$ cat config.mk
export PLATFORM = sky130hd
export DESIGN_NAME = seq_det_ctrl
export DESIGN_NICKNAME = d
export VERILOG_FILES = /design/src/rtl/seq_det_pkg.sv /design/src/rtl/seq_match_core.sv /design/src/rtl/seq_det_ctrl.sv
export SDC_FILE = /design/constraint.sdc
export NUM_CORES = 1
export LEC_CHECK = 0
export ABC_CLOCK_PERIOD_IN_PS = 4800
export BUFFER_PORTS_ARGS = -buffer_cell sky130_fd_sc_hd__buf_4
export CAP_MARGIN = 10
export CORE_AREA = 2 2 89 91
export DETAILED_ROUTE_END_ITERATION = 10
export DIE_AREA = 0 0 91 93
export PLACE_DENSITY = 0.81
export SETUP_SLACK_MARGIN = 0.5
export SYNTH_ARGS = -nofsm -noshare
export SYNTH_HDL_FRONTEND = slang
export SYNTH_SLANG_ARGS = --single-unit
$ cat constraint.sdc
create_clock -name clk -period 4.8 [get_ports clk]
set_input_delay 0.48 -clock clk [delete_from_list [all_inputs] [get_ports clk]]
set_output_delay 0.48 -clock clk [all_outputs]
set_load 0.05 [all_outputs]
$ cat src/rtl/seq_det_pkg.sv
// Shared definitions for the serial pattern matcher and its run-control wrapper.
//   state_t         : control FSM encoding (IDLE=0, ARMED=1, DONE=2; 3 is illegal)
//   DEF_PATTERN_RAW : reset pattern 1011001, LSB-aligned in a wide vector
//                     so any PAT_W up to 64 can take its low bits
package seq_det_pkg;

    typedef enum logic [1:0] {
        ST_IDLE  = 2'd0,
        ST_ARMED = 2'd1,
        ST_DONE  = 2'd2
    } state_t;

    localparam logic [63:0] DEF_PATTERN_RAW = 64'b1011001;

endpackage

$ cat src/rtl/seq_match_core.sv
// Serial pattern matcher: history shift register, fill counter and masked
// comparator. hit is combinational and valid in the cycle the bit is shifted.
//   clk, rst  : clock, synchronous active-high reset
//   clr       : clear history and fill
//   shift     : shift data_bit into the history this cycle
//   data_bit  : serial data bit
//   pattern   : pattern, MSB = oldest bit
//   mask      : 1 = compare bit, 0 = don't-care
//   hit       : the history including data_bit matches the pattern
module seq_match_core #(
    parameter int PAT_W = 7
) (
    input  logic             clk,
    input  logic             rst,
    input  logic             clr,
    input  logic             shift,
    input  logic             data_bit,
    input  logic [PAT_W-1:0] pattern,
    input  logic [PAT_W-1:0] mask,
    output logic             hit
);

    localparam int FILL_W = $clog2(PAT_W + 1);
    localparam logic [FILL_W-1:0] FILL_FULL = FILL_W'(PAT_W);

    // Only the newest PAT_W-1 bits are ever needed for the next history,
    // so the oldest bit is not stored.
    logic [PAT_W-2:0] hist;
    logic [PAT_W-1:0] hist_n;
    logic [FILL_W-1:0] fill;
    logic [FILL_W-1:0] fill_n;

    always_comb begin
        hist_n = {hist, data_bit};
        fill_n = (fill == FILL_FULL) ? fill : fill + 1'b1;
        hit    = shift && (fill_n == FILL_FULL)
                 && (((hist_n ^ pattern) & mask) == '0);
    end

    always_ff @(posedge clk) begin
        if (rst || clr) begin
            hist <= '0;
            fill <= '0;
        end else if (shift) begin
            hist <= hist_n[PAT_W-2:0];
            fill <= fill_n;
        end
    end

endmodule

$ cat src/rtl/seq_det_ctrl.sv
// Run-control wrapper around a programmable serial pattern matcher.
// Host loads pattern/mask/target/timeout in IDLE, starts the block, and it
// counts overlapping matches until the target or the idle timeout is reached,
// then holds a level irq until acknowledged.
//   clk, rst      : clock, synchronous active-high reset
//   cfg_we        : load cfg_* registers (IDLE only)
//   cfg_pattern   : pattern, MSB = oldest bit
//   cfg_mask      : 1 = compare bit, 0 = don't-care
//   cfg_target    : matches required (0 behaves as 1)
//   cfg_timeout   : idle-cycle limit while ARMED (0 = disabled)
//   start         : IDLE -> ARMED
//   abort         : any state -> IDLE, no irq
//   datain        : serial data bit, qualified by din_valid
//   irq_ack       : clears irq in DONE
//   match_pulse   : one-cycle pulse per match
//   match_cnt     : matches since last start (saturating)
//   irq           : level, set on entering DONE
//   timeout_flag  : DONE reached via timeout
//   busy          : state != IDLE
//   state         : IDLE=0, ARMED=1, DONE=2
module seq_det_ctrl
    import seq_det_pkg::*;
#(
    parameter int PAT_W = 7,
    parameter int CNT_W = 8,
    parameter int TMO_W = 16
) (
    input  logic             clk,
    input  logic             rst,
    input  logic             cfg_we,
    input  logic [PAT_W-1:0] cfg_pattern,
    input  logic [PAT_W-1:0] cfg_mask,
    input  logic [CNT_W-1:0] cfg_target,
    input  logic [TMO_W-1:0] cfg_timeout,
    input  logic             start,
    input  logic             abort,
    input  logic             datain,
    input  logic             din_valid,
    input  logic             irq_ack,
    output logic             match_pulse,
    output logic [CNT_W-1:0] match_cnt,
    output logic             irq,
    output logic             timeout_flag,
    output logic             busy,
    output logic [1:0]       state
);

    localparam logic [PAT_W-1:0] RST_PATTERN = DEF_PATTERN_RAW[PAT_W-1:0];

    state_t           state_q;
    logic [PAT_W-1:0] pattern_q;
    logic [PAT_W-1:0] mask_q;
    logic [CNT_W-1:0] target_q;
    logic [TMO_W-1:0] timeout_q;
    logic [TMO_W-1:0] timer;

    logic             shift;
    logic             clr;
    logic             hit;
    logic [CNT_W-1:0] cnt_inc;
    logic [CNT_W-1:0] target_eff;
    logic             tmo_expire;

    always_comb begin
        shift      = (state_q == ST_ARMED) && din_valid && !abort;
        clr        = abort || ((state_q == ST_IDLE) && start);
        cnt_inc    = (match_cnt == '1) ? match_cnt : match_cnt + 1'b1;
        target_eff = (target_q == '0) ? CNT_W'(1) : target_q;
        tmo_expire = (timeout_q != '0) && (timer == timeout_q - TMO_W'(1));
    end

    seq_match_core #(
        .PAT_W (PAT_W)
    ) u_core (
        .clk      (clk),
        .rst      (rst),
        .clr      (clr),
        .shift    (shift),
        .data_bit (datain),
        .pattern  (pattern_q),
        .mask     (mask_q),
        .hit      (hit)
    );

    always_ff @(posedge clk) begin
        if (rst) begin
            state_q      <= ST_IDLE;
            pattern_q    <= RST_PATTERN;
            mask_q       <= '1;
            target_q     <= CNT_W'(1);
            timeout_q    <= '0;
            timer        <= '0;
            match_pulse  <= 1'b0;
            match_cnt    <= '0;
            irq          <= 1'b0;
            timeout_flag <= 1'b0;
        end else begin
            match_pulse <= 1'b0;
            if (abort) begin
                state_q <= ST_IDLE;
                irq     <= 1'b0;
            end else begin
                case (state_q)
                    ST_IDLE: begin
                        if (cfg_we) begin
                            pattern_q <= cfg_pattern;
                            mask_q    <= cfg_mask;
                            target_q  <= cfg_target;
                            timeout_q <= cfg_timeout;
                        end
                        if (start) begin
                            match_cnt    <= '0;
                            timeout_flag <= 1'b0;
                            timer        <= '0;
                            state_q      <= ST_ARMED;
                        end
                    end
                    ST_ARMED: begin
                        // A hit on the same edge as expiry wins and restarts the timer.
                        if (hit) begin
                            match_pulse <= 1'b1;
                            match_cnt   <= cnt_inc;
                            timer       <= '0;
                            if (cnt_inc >= target_eff) begin
                                state_q <= ST_DONE;
                                irq     <= 1'b1;
                            end
                        end else if (tmo_expire) begin
                            state_q      <= ST_DONE;
                            irq          <= 1'b1;
                            timeout_flag <= 1'b1;
                        end else begin
                            timer <= timer + 1'b1;
                        end
                    end
                    ST_DONE: begin
                        if (irq_ack) begin
                            state_q <= ST_IDLE;
                            irq     <= 1'b0;
                        end
                    end
                    default: begin
                        state_q <= ST_IDLE;
                        irq     <= 1'b0;
                    end
                endcase
            end
        end
    end

    assign state = state_q;
    assign busy  = (state_q != ST_IDLE);

endmodule
# ---- Word-level counts from Yosys, hierarchy flattened
# Cells that the tools add are included.
# Widths: inputs -> output; s select.
dict set report word_totals {
  ff_bits 76
  wordCells 84
  out_inout_bits 14
}
dict set report classes {
  mux 25
  n_bitwise 5
  n_eq_ne 14
  reduce_logical 23
  n_lt_le_gt_ge 1
  addsub 4
}
# operator n
set op_table {}
lappend op_table {{$mux 16} 3}
lappend op_table {{$mux 8} 4}
lappend op_table {{$pmux 16 s2} 1}
lappend op_table {{$add 16x1->16 const B} 1}
lappend op_table {{$eq 16x16->1} 1}
lappend op_table {{$pmux 8 s2} 1}
lappend op_table {{$reduce_and 4->1} 4}
lappend op_table {{$reduce_bool 16->1} 1}
lappend op_table {{$sub 16x1->16 const B} 1}
lappend op_table {{$mux 2} 5}
lappend op_table {{$ne 2x2->1 const B} 5}
lappend op_table {{$add 8x1->8 const B} 1}
lappend op_table {{$eq 8x8->1 const B} 1}
lappend op_table {{$ge 8x8->1} 1}
lappend op_table {{$logic_not 8->1} 1}
lappend op_table {{$and 7x7->7} 1}
lappend op_table {{$logic_not 7->1} 1}
lappend op_table {{$mux 1} 7}
lappend op_table {{$xor 7x7->7} 1}
lappend op_table {{$eq 3x3->1 const B} 2}
lappend op_table {{$logic_and 1x1->1} 6}
lappend op_table {{$ne 3x3->1 const B} 2}
lappend op_table {{$pmux 2 s3} 1}
lappend op_table {{$reduce_and 5->1} 1}
lappend op_table {{other kinds (15)} 19}

# ---- Depth between registers and ports, before layout
# Gate-level depths: netlist of the first run.
dict set report logic_depth {
  ltp_word 7
  depth_mapped 15
  ltp_nobuf 14
}

# ---- Modules after synthesis
# A second synthesis of the first run with hierarchy kept.
dict set report unflattened {
  cells_unflattened 530
  area_unflattened_um2 4230.3
}
# module instances seq_area_each_um2 area_per_inst_um2 cells_each
set by_module_without_submodules {}
lappend by_module_without_submodules {seq_det_ctrl 1 1341.3 3769.9 482}
lappend by_module_without_submodules {seq_match_core 1 180.2 460.4 48}

# ---- Worst setup path after synthesis of the first run
# No wires, ideal clock.
dict set report synth_timing {
  kind {reg2reg}
  start {reg match_cnt[0]}
  end {reg state_q[1], in the netlist state[1]}
  n_path_buf 1
  stages_incl_launch_ff 15
  path_slack_ns 1.639
  setup_ns 0.126
  t_arrival_ns 3.035
  period_less_slack_ns 3.161
  required_time_ns 4.674
  cell_sequence {dfxtp_1 -> ha_1 -> nand2_1 -> nor2_1 -> and3_1 -> clkbuf_1 -> nor2_1 -> nand3_1 -> xnor2_1 -> ha_1 -> a2111oi_0 -> a21oi_1 -> nand2b_1 -> o211ai_1 -> a21boi_0}
}
dict set report synth_between {
  elab_chain_cells 5
  elab_cells_between_ends 6
}
# element line
set synth_lines {}
lappend synth_lines {{start: declaration} seq_det_ctrl.sv:41} ;# output logic [CNT_W-1:0] match_cnt,
lappend synth_lines {{start signal: assignment} seq_det_ctrl.sv:122} ;# match_cnt <= cnt_inc;
lappend synth_lines {{$add 8x1->8 or $eq 8x8->1 (tied branches)} seq_det_ctrl.sv:67} ;# cnt_inc = (match_cnt == '1) ? match_cnt : match_cnt + 1'b1;
lappend synth_lines {{$mux 8 (*)} seq_det_ctrl.sv:67}
lappend synth_lines {{$ge 8x8->1 (*)} seq_det_ctrl.sv:124} ;# if (cnt_inc >= target_eff) begin
lappend synth_lines {{$ne 3x2->1 (no source line) (*)} n/a}
lappend synth_lines {{$reduce_and 4->1 (no source line) (*)} n/a}
lappend synth_lines {{end signal: assignment} seq_det_ctrl.sv:125} ;# state_q <= ST_DONE;
lappend synth_lines {{end signal: assignment} seq_det_ctrl.sv:129} ;# state_q <= ST_DONE;
lappend synth_lines {{end signal: assignment} seq_det_ctrl.sv:138} ;# state_q <= ST_IDLE;
lappend synth_lines {{end: declaration} seq_det_ctrl.sv:50} ;# state_t state_q;
# Mark *: on every way between the ends. The rest lies on a longest branch, timed or not.
# A chain may end at the register's enable or synchronous reset.

# ---- Worst setup path in the final report of the first run
dict set report layout_timing {
  start {reg timeout_q[0]}
  end {reg timer[4]}
}
dict set report layout_between {
  elab_chain_cells 5
  elab_cells_between_ends 6
}
# element line
set layout_lines {}
lappend layout_lines {{start: declaration} seq_det_ctrl.sv:54} ;# logic [TMO_W-1:0] timeout_q;
lappend layout_lines {{start signal: assignment} seq_det_ctrl.sv:109} ;# timeout_q <= cfg_timeout;
lappend layout_lines {{$sub 16x1->16} seq_det_ctrl.sv:69} ;# tmo_expire = (timeout_q != '0) && (timer == timeout_q - TMO_W'(1));
lappend layout_lines {{$eq 16x16->1} seq_det_ctrl.sv:69}
lappend layout_lines {{$logic_and 1x1->1 (*)} seq_det_ctrl.sv:69}
lappend layout_lines {{$ne 3x3->1 (no source line) (*)} n/a}
lappend layout_lines {{$reduce_and 4->1 (no source line) (*)} n/a}
lappend layout_lines {{end signal: assignment} seq_det_ctrl.sv:133} ;# timer <= timer + 1'b1;
lappend layout_lines {{end: declaration} seq_det_ctrl.sv:55} ;# logic [TMO_W-1:0] timer;
# Marks and branches as above.

==> results of run 1 <==
[power breakdown]
part	internal, mW	leakage (nW)	total, mW	switching, mW
Clock	0.248	0.0984	0.515	0.266
Combinational	0.0887	1.25	0.195	0.106
Sequential	0.648	0.618	0.667	0.0193
Total	0.985	1.97	1.38	0.392
[worst reg2reg max path: stages, from the launching register on]
cell,delay (ns)
dfxtp_1,0.37
inv_1,0.08
ha_1,0.33
or3b_2,0.49
nor3_1,0.38
mux2_2,0.38
a31oi_1,0.20
o21bai_1,0.14
nor3_1,0.88
o21ai_0,0.22
a21oi_1,0.17
[per-stage QoR]
| step | setup WS (ns) | hold WS (ns) |
|---|---|---|
| 6_report | 1.07 | 0.323 |
| 5_1_grt | 0.696 | 0.336 |
| 4_1_cts | 1.13 | 0.321 |
| 3_5_place_dp | 1.15 | 0.450 |
| 3_3_place_gp | 1.35 | 0.446 |
| 2_1_floorplan | 1.64 | 0.432 |
[layout by cell type, fill, tap and decap left out, types with 12 or more instances in the layout]
cell       n
xnor2_1   12
inv_1     20
ha_1      12
dfxtp_1   76
nand2_1  103
nand3_1   27
o21ai_0   16
nor2_1    39
xor2_1    16
buf_4     64
a21oi_1   44
[flip-flops by register name, indices dropped and copies added (netlist names)]
name	count
match_cnt	8
pattern_q	7
irq	1
u_core.hist	6
timer	16
u_core.fill	3
target_q	8
mask_q	7
state	2
match_pulse	1
timeout_q	16
timeout_flag	1
[cells by family (layout without fill, tap and decap cells)]
kind of cell / Yosys count / in the layout / synth area share
compound gates: 117 / 117 / 0.182
xor+xnor: 28 / 28 / 0.0563
fa+ha+maj: 12 / 12 / 0.0345
buf+inv: 52 / 100 / 0.0638
flops: 76 / 76 / 0.349
mux: 10 / 10 / 0.0238
simple gates: 253 / 253 / 0.290
[worst paths after layout]
path / startpoint / end / cells after the start
worst min register to register: target_q[1] / target_q[1] / 2
worst min-delay path: cfg_pattern[4] / pattern_q[4] / 3
worst max register to register: timeout_q[0] / timer[4] / 10
worst max-delay path: timeout_q[0] / timer[4] / 10
[cell usage after synthesis, types with 3 or more instances]
cell / instances / share of area
clkbuf_1: 17 / 0.015
mux2_2: 3 / 0.0078
nor2_1: 39 / 0.034
a32oi_1: 3 / 0.0060
nand3_1: 27 / 0.031
nor2b_1: 3 / 0.0043
xor2_1: 16 / 0.032
a31oi_1: 4 / 0.0057
nand4b_1: 3 / 0.0060
inv_1: 20 / 0.017
and3_1: 7 / 0.010
o21a_1: 3 / 0.0052
o31ai_1: 8 / 0.014
o41ai_1: 4 / 0.0080
clkbuf_8: 4 / 0.013
buf_2: 3 / 0.0034
or4_1: 4 / 0.0069
or4_4: 4 / 0.010
nor3_1: 11 / 0.013
nand2b_1: 6 / 0.0086
or2_2: 3 / 0.0043
a21oi_1: 44 / 0.051
ha_1: 12 / 0.034
mux2i_1: 7 / 0.016
or3_1: 4 / 0.0057
o21ai_0: 16 / 0.018
buf_6: 4 / 0.010
a22oi_1: 5 / 0.0086
nand2_1: 103 / 0.089
nand4_1: 6 / 0.0086
dfxtp_1: 76 / 0.35
nand3b_1: 4 / 0.0069
o311ai_0: 5 / 0.010
xnor2_1: 12 / 0.024
and3b_1: 3 / 0.0060
o211ai_1: 5 / 0.0086
nor4_1: 9 / 0.013
[cell type report]
| type | instances | area, um2 | area share |
|---|---|---|---|
| Inverter | 20 | 75.1 | 0.0151 |
| Clock buffer | 9 | 124 | 0.0249 |
| Tap cell | 102 | 128 | 0.0256 |
| Timing Repair Buffer | 64 | 480 | 0.0965 |
| Sequential cell | 76 | 1520 | 0.305 |
| Clock inverter | 7 | 82.6 | 0.0166 |
| Multi-Input combinational cell | 420 | 2570 | 0.516 |
[per-layer routing]
layer	global-route usage	up-vias	part of all wire
met5	0	-	0
met4	0.116	0	0.030
met3	0.0298	21	0.040
met2	0.434	103	0.51
met1	0.297	1933	0.42
li1	-	2046	-
==> reports/metrics.yaml, run 1 <==
outcome:
  status: "complete, no violations"
cts:
  clockBufferDepth: 2
  clkLatencyLatePin_ns: 0.36
  numCtsBuffers: 9
  cts_hold_buf: 0
  post_cts_buffers: 0
  root_buffer: "clkbuf_8"
  h-tree-depth: 3
  ctsResizeCount: 0
  cts_num_sinks: 76
  cts_tree: "yes"
  clkTransAtPathRegs_ns: 0.09
synth:
  ys_ff_latch: 76
  yosys_warnings: 0
  synth.avg_cell_area_um2: 7.95
  synth_edf_count: 0
  synthFlopType: "dfxtp_1"
  synthCells: 548
  async_reset_ff_frac: 0
  ys_seq_area_frac: 0.349
  syn_area_um2: 4360
  synth_nets: 606
  synthDistinctLibCells: 70
detailed_routing:
  drtPass1Iterations: 4
  drt_iter0_markers: 279
  routed_wl_um: 10500
  post_drt_wl_per_cell_um: 15.0
  drc_errors: 0
  via_per_inst: 5.88
  vias: 4103
  ant_nets: 0
global_route:
  grt_pass1_wl_um: 16900
  grt.total_usage: 0.245
  grt_overflow_total: 0
  grt_pass1_vias: 3739
  grt_max_degree: 40
  antenna_found_initial: 0
worst_setup_path:
  crit_path_start_kind: "flip-flop"
  crit_path_cell_trace: "inv_1 > ha_1 > or3b_2 > nor3_1 > mux2_2 > a31oi_1 > o21bai_1 > nor3_1 > o21ai_0 > a21oi_1"
  required_ns: 5.08
  worstPathMaxFanout: 12
  path_delay_family: "simple AND/OR/NAND/NOR gates"
  critPathCaptureType: "flip-flop"
  crit_top_cell: "nor3_1"
  critPathBufInv: 1
  crit_path_top_delay_cell: "nor3_1"
  max_stage_delay_ns: 0.88
  arrival_ns: 4.00
  r2r_slack_ns: 1.07
  path_class: "reg -> reg"
floorplanning:
  std_cell_rows: 32
  die_w_um: 91
  coreArea_um2: 7530
  io_pins: 60
  dieArea_um2: 8460
  die_h_um: 93
  initial_core_util: 0.579
timing:
  rsz0062_at_grt: "false"
  fmax_ghz: 0.268
  skew_ns: 0.00768
  slew_headroom: 0.272
  period_needed_ns: 3.73
  finalCritPeriodShare: 0.776
  report.final.slew_viol_count: 0
  tightestPinTransition_ns: 1.08
  finalHoldViolations: 0
  fin_setup_tns_ns: 0
  finalSetupViolations: 0
placement:
  post_dp_cell_area_um2: 4770
  gp_congestion: 0.870
  dp.cells: 682
  numPortBuffers: 59
  dp_hpwl_um: 7610
finish:
  drive_above_1_share: 0.185
  finalNonFillerCells: 698
  nNetsFinal: 649
  n_antenna_cell: 0
  fillers: 681
  stdcell_area_um2: 4980
  syn2layout_area_growth_pct: 14.3
  finish.utilization: 0.662
power:
  max-vdd-ir-drop_mv: 0.226
  leakagePower_nw: 1.97
  p_per_area_nw_per_um2: 276
  p_total_mw: 1.38
hold_path:
  hold_path_class: "in -> reg"
job:
  cap_violations: 0
No activity file was read; power rests on OpenSTA's default activity.
==> run 2, diff against run 1 <==
--- a/config.mk
+++ b/config.mk
@@ -5,13 +5,13 @@
 export SDC_FILE = /design/constraint.sdc
 export NUM_CORES = 1
 export LEC_CHECK = 0
-export ABC_CLOCK_PERIOD_IN_PS = 4800
+export ABC_CLOCK_PERIOD_IN_PS = 3600
 export BUFFER_PORTS_ARGS = -buffer_cell sky130_fd_sc_hd__buf_4
 export CAP_MARGIN = 10
-export CORE_AREA = 2 2 89 91
+export CORE_AREA = 2 2 90 92
 export DETAILED_ROUTE_END_ITERATION = 10
-export DIE_AREA = 0 0 91 93
-export PLACE_DENSITY = 0.81
+export DIE_AREA = 0 0 92 94
+export PLACE_DENSITY = 0.79
 export SETUP_SLACK_MARGIN = 0.5
 export SYNTH_ARGS = -nofsm -noshare
 export SYNTH_HDL_FRONTEND = slang
==> constraint.sdc (replaced) <==
create_clock -name clk -period 3.6 [get_ports clk]
set_input_delay 0.36 -clock clk [delete_from_list [all_inputs] [get_ports clk]]
set_output_delay 0.36 -clock clk [all_outputs]
set_load 0.05 [all_outputs]
==> run 2 against run 1 <==
- sequential power increased by 33%
- largest power group unchanged
- power increased by 33%
- register-to-register slack got worse by 0.42 ns
- non-clock buffer count increased by 6
- via count increased by 0.15%
- clock power increased by 27%
- hold slack got worse by 0.11 ns
- critical path type unchanged
- die area increased by 2.2%
==> reports/metrics.yaml, run 2 (synthesis gave the netlist of run 1 again) <==
floorplanning:
  dieArea_um2: 8650
  die_w_um: 92
  io_pins: 60
  die_h_um: 94
  std_cell_rows: 32
  initial_core_util: 0.573
  coreArea_um2: 7610
placement:
  dp_hpwl_um: 7880
  gp_congestion: 0.891
  dp.cells: 685
  numPortBuffers: 59
timing:
  slew_headroom: 0.429
  tightestPinTransition_ns: 0.857
  fmax_ghz: 0.339
  report.final.slew_viol_count: 0
  rsz0062_at_grt: "true"
  period_needed_ns: 2.95
  finalCritPeriodShare: 0.819
  skew_ns: 0.00617
  finalSetupViolations: 0
  finalHoldViolations: 0
  fin_setup_tns_ns: 0
global_route:
  antenna_found_initial: 0
  grt_pass1_wl_um: 17600
  grt_max_degree: 40
  grt_overflow_total: 0
  grt.total_usage: 0.253
  grt_pass1_vias: 3903
cts:
  clockBufferDepth: 2
  h-tree-depth: 3
  root_buffer: "clkbuf_8"
  cts_tree: "yes"
  numCtsBuffers: 9
  clkTransAtPathRegs_ns: 0.08
  cts_num_sinks: 76
  cts_hold_buf: 0
  clkLatencyLatePin_ns: 0.35
worst_setup_path:
  arrival_ns: 3.24
  crit_path_start_kind: "flip-flop"
  required_ns: 3.89
  critPathCaptureType: "flip-flop"
  path_class: "reg -> reg"
  worstPathMaxFanout: 8
power:
  power_frac_seq: 0.487
  power_switching_mw: 0.511
  power.share.clock: 0.359
  max-vdd-ir-drop_mv: 0.313
  internal_power_mw: 1.32
  leakagePower_nw: 2.02
  combPwrFrac: 0.154
  p_per_area_nw_per_um2: 358
  power.share.switching: 0.280
finish:
  seq_area_um2: 1540
  fillers: 659
  layout_commonest_cell: "nand2_1"
  layout_common_cells: "103 x nand2_1, 70 x buf_4, 68 x dfxtp_1, 43 x a21oi_1, 37 x nor2_1"
  finish.utilization: 0.672
  finalNonFillerCells: 704
  multi_input_area_um2: 2640
  drive_above_1_share: 0.221
  reg.largest.list: "timeout_q (16), timer (16)"
  syn2layout_area_growth_pct: 17.3
  nNetsFinal: 655
  n_antenna_cell: 0
detailed_routing:
  routed_wl_um: 10800
  via_per_inst: 5.84
  drc_errors: 0
  post_drt_wl_per_cell_um: 15.3
  drtPass1Iterations: 5
  drt_iter0_markers: 217
  vias: 4109
  ant_nets: 0
outcome:
  status: "complete, no violations"
job:
  cap_violations: 0
hold_path:
  hold_path_class: "in -> reg"
run 2: cell count changes in the layout (fill, tap and decap cells not counted), sizes merged:
cell / previous run / this run
clkinv: 1 / 3
inv: 23 / 21
buf: 64 / 70
run 2: routing by layer:
metal	track usage	vias up	wire (um)
met5	0	-	0
met4	0.0945	0	208
met3	0.0514	16	476
met2	0.457	106	5530
met1	0.294	1936	4580
li1	-	2051	-
run 2: power by group through the flow:
stage / Combinational (mW) / Sequential [mW] / Clock, mW
global placement: 0.252 / 0.908 / 0
global route: 0.311 / 0.894 / 0.707
finish: 0.282 / 0.890 / 0.656
detailed placement: 0.258 / 0.909 / 0
CTS: 0.260 / 0.890 / 0.675
floorplan: 0.186 / 0.900 / 0
run 2: repair_timing:
item                       CTS  global route
setup endpoints to repair    3            18
setup buffers                0             3
pin swaps                    0             4
resized for setup            1            23
run 2: critical path, cell delays in order (launching register included):
cell       delay [ns]
dfxtp_4          0.38
or4_4            0.55
or4_4            0.45
or4_4            0.45
o211ai_4         0.12
nand4b_4         0.13
or2_4            0.32
a2111oi_4        0.34
nand3b_1         0.14
run 2: area by class of cell:
| class | instances | area share |
|---|---|---|
| well taps | 102 | 0.0250 |
| multi-input cells | 420 | 0.518 |
| inverters | 20 | 0.0147 |
| flip-flops and latches | 76 | 0.301 |
| clock inverters | 7 | 0.0149 |
| clock buffers | 9 | 0.0242 |
| repair buffers | 70 | 0.103 |
run 2: worst paths after layout:
kind | slack [ns] | depth (start not counted) | end | from
min reg2reg | 0.47 | 2 | target_q[1] | target_q[1]
min | 0.21 | 3 | pattern_q[0] | cfg_pattern[0]
max | 0.65 | 8 | timer[2] | timeout_q[8]
max reg2reg | 0.65 | 8 | timer[2] | timeout_q[8]
run 2: through the flow:
stage                     instance area [um2]  power, mW  worst slack (ns)  hold WS [ns]
after global routing                     5110       1.91             0.392         0.191
after detailed placement                 4800       1.17             0.474         0.459
after CTS                                5000       1.83             0.545         0.194
after floorplan                          4360       1.09             0.570         0.432
final                                    5110       1.83             0.651         0.211
after global placement                   4800       1.16             0.513         0.446
==> run 3, diff against run 2 <==
--- a/config.mk
+++ b/config.mk
@@ -5,13 +5,13 @@
 export SDC_FILE = /design/constraint.sdc
 export NUM_CORES = 1
 export LEC_CHECK = 0
-export ABC_CLOCK_PERIOD_IN_PS = 3600
+export ABC_CLOCK_PERIOD_IN_PS = 2600
 export BUFFER_PORTS_ARGS = -buffer_cell sky130_fd_sc_hd__buf_4
 export CAP_MARGIN = 10
-export CORE_AREA = 2 2 90 92
+export CORE_AREA = 2 2 95 97
 export DETAILED_ROUTE_END_ITERATION = 10
-export DIE_AREA = 0 0 92 94
-export PLACE_DENSITY = 0.79
+export DIE_AREA = 0 0 97 99
+export PLACE_DENSITY = 0.75
 export SETUP_SLACK_MARGIN = 0.5
 export SYNTH_ARGS = -nofsm -noshare
 export SYNTH_HDL_FRONTEND = slang
==> constraint.sdc (replaced) <==
create_clock -name clk -period 2.6 [get_ports clk]
set_input_delay 0.26 -clock clk [delete_from_list [all_inputs] [get_ports clk]]
set_output_delay 0.26 -clock clk [all_outputs]
set_load 0.05 [all_outputs]
==> run 3 against run 2 <==
- the run now ends with negative setup slack left
- critical path type unchanged
- highest routed layer unchanged
- via count up 8.9%
- non-clock buffer count up 64
- hold slack worse by 0.10 ns
- largest cell class unchanged
- largest power group unchanged
- die area up 11%
==> reports/metrics.yaml, run 3 (synthesis gave the netlist of run 1 again) <==
outcome:
  status: "finished with violations"
  violations: "negative setup slack"
placement:
  dp.cells: 741
  dp_hpwl_um: 8730
  gp_congestion: 0.919
  numPortBuffers: 59
  place_ws_ns: -0.308
worst_setup_path:
  critPathCaptureType: "flip-flop"
  r2r_start: "timeout_q[9]"
  path_class: "reg -> reg"
  reg2reg_depth: 8
  arrival_ns: 3.14
  worstPathMaxFanout: 9
  reg2reg_to: "timer[2]"
  required_ns: 2.89
  r2r_slack_ns: -0.25
  crit_path_start_kind: "flip-flop"
hold_path:
  hold_path_class: "in -> reg"
  hold_path_depth: 3
  hp-start: "cfg_mask[2]"
  min_to: "mask_q[2]"
cts:
  clkTransAtPathRegs_ns: 0.09
  cts_hold_buf: 0
  h-tree-depth: 3
  clkLatencyLatePin_ns: 0.35
  numCtsBuffers: 9
  cts_tree: "yes"
  cts_num_sinks: 76
  root_buffer: "clkbuf_8"
  clockBufferDepth: 2
timing:
  finalCritPeriodShare: 1.10
  setup_ws_ns: -0.249
  fmax_ghz: 0.351
  period_needed_ns: 2.85
  finalHoldViolations: 0
  tightestPinTransition_ns: 0.780
  report.final.slew_viol_count: 0
  finalSetupViolations: 20
  rsz0062_at_grt: "true"
  skew_ns: 0.0182
  fin_setup_tns_ns: -3.63
  slew_headroom: 0.474
floorplanning:
  die_h_um: 99
  std_cell_rows: 34
  die_w_um: 97
  io_pins: 60
  dieArea_um2: 9600
  coreArea_um2: 8550
  initial_core_util: 0.510
finish:
  fillers: 689
  finish.utilization: 0.677
  nNetsFinal: 719
  finalNonFillerCells: 774
  syn2layout_area_growth_pct: 32.8
  layout_commonest_cell: "buf_4"
  drive_above_1_share: 0.347
  n_antenna_cell: 0
  layout_common_cells: "130 x buf_4, 100 x nand2_1, 63 x dfxtp_1, 39 x a21oi_1, 36 x nor2_1"
  reg.largest.list: "timeout_q (16), timer (16)"
job:
  cap_violations: 0
global_route:
  grt_max_degree: 40
  grt_pass1_wl_um: 19600
  grt.total_usage: 0.247
  antenna_found_initial: 0
  grt_overflow_total: 0
  grt_pass1_vias: 4352
detailed_routing:
  drtPass1Iterations: 4
  vias: 4473
  ant_nets: 0
  via_per_inst: 5.78
  routed_wl_um: 12200
  drt_iter0_markers: 197
  post_drt_wl_per_cell_um: 15.7
  drc_errors: 0
power:
  max-vdd-ir-drop_mv: 0.251
  p_per_area_nw_per_um2: 442
  leakagePower_nw: 2.39
==> run 3: power by group <==
group	leakage [nW]	switching [mW]	internal (mW)	total, mW
Combinational	1.68	0.256	0.236	0.492
Clock	0.0842	0.491	0.358	0.849
Sequential	0.625	0.0226	1.19	1.22
Total	2.39	0.769	1.79	2.56
==> run 3: per-stage QoR <==
step | hold WS [ns] | power, mW | area (um2)
after floorplan | 0.382 | 1.52 | 4530
after global placement | 0.446 | 1.66 | 5300
after detailed placement | 0.448 | 1.68 | 5300
after CTS | 0.0979 | 2.54 | 5670
after global routing | 0.109 | 2.66 | 5790
final | 0.109 | 2.56 | 5790
==> run 3: how the worst max path moves through the flow <==
stage / startpoint / end
2_1_floorplan: timeout_q[11] / timer[2]
3_3_place_gp: timeout_q[11] / timer[7]
3_5_place_dp: timeout_q[11] / timer[2]
4_1_cts: timeout_q[9] / timer[8]
5_1_grt: timeout_q[9] / timer[13]
6_report: timeout_q[9] / timer[2]
==> run 3: timing repair <==
action,in CTS,in global routing
endpoints found under the setup margin,28,28
setup buffers,12,4
pin swaps,13,8
gates resized for setup,22,21
cloned,1,0
==> run 3: critical path: stages, from the launching register on <==
cell	delay [ns]
dfxtp_2	0.32
or4_4	0.54
or4_4	0.51
or4_4	0.43
o211ai_2	0.11
nand4b_2	0.14
or2_4	0.31
a2111oi_4	0.29
nand3b_1	0.14
==> run 3: routing by layer <==
layer | GRT usage | share of wire | vias up
met5 | 0 | 0 | -
met4 | 0.113 | 0.023 | 0
met3 | 0.0440 | 0.046 | 32
met2 | 0.434 | 0.51 | 137
met1 | 0.296 | 0.42 | 2118
li1 | - | - | 2186
==> run 3: final cells by class <==
class | instances | area [um2] | area share
Inverter | 20 | 75.1 | 0.0130
Multi-Input combinational cell | 420 | 2810 | 0.486
Clock inverter | 7 | 56.3 | 0.00973
Timing Repair Buffer | 134 | 1040 | 0.179
Tap cell | 108 | 135 | 0.0234
Sequential cell | 76 | 1550 | 0.268
Clock buffer | 9 | 124 | 0.0214
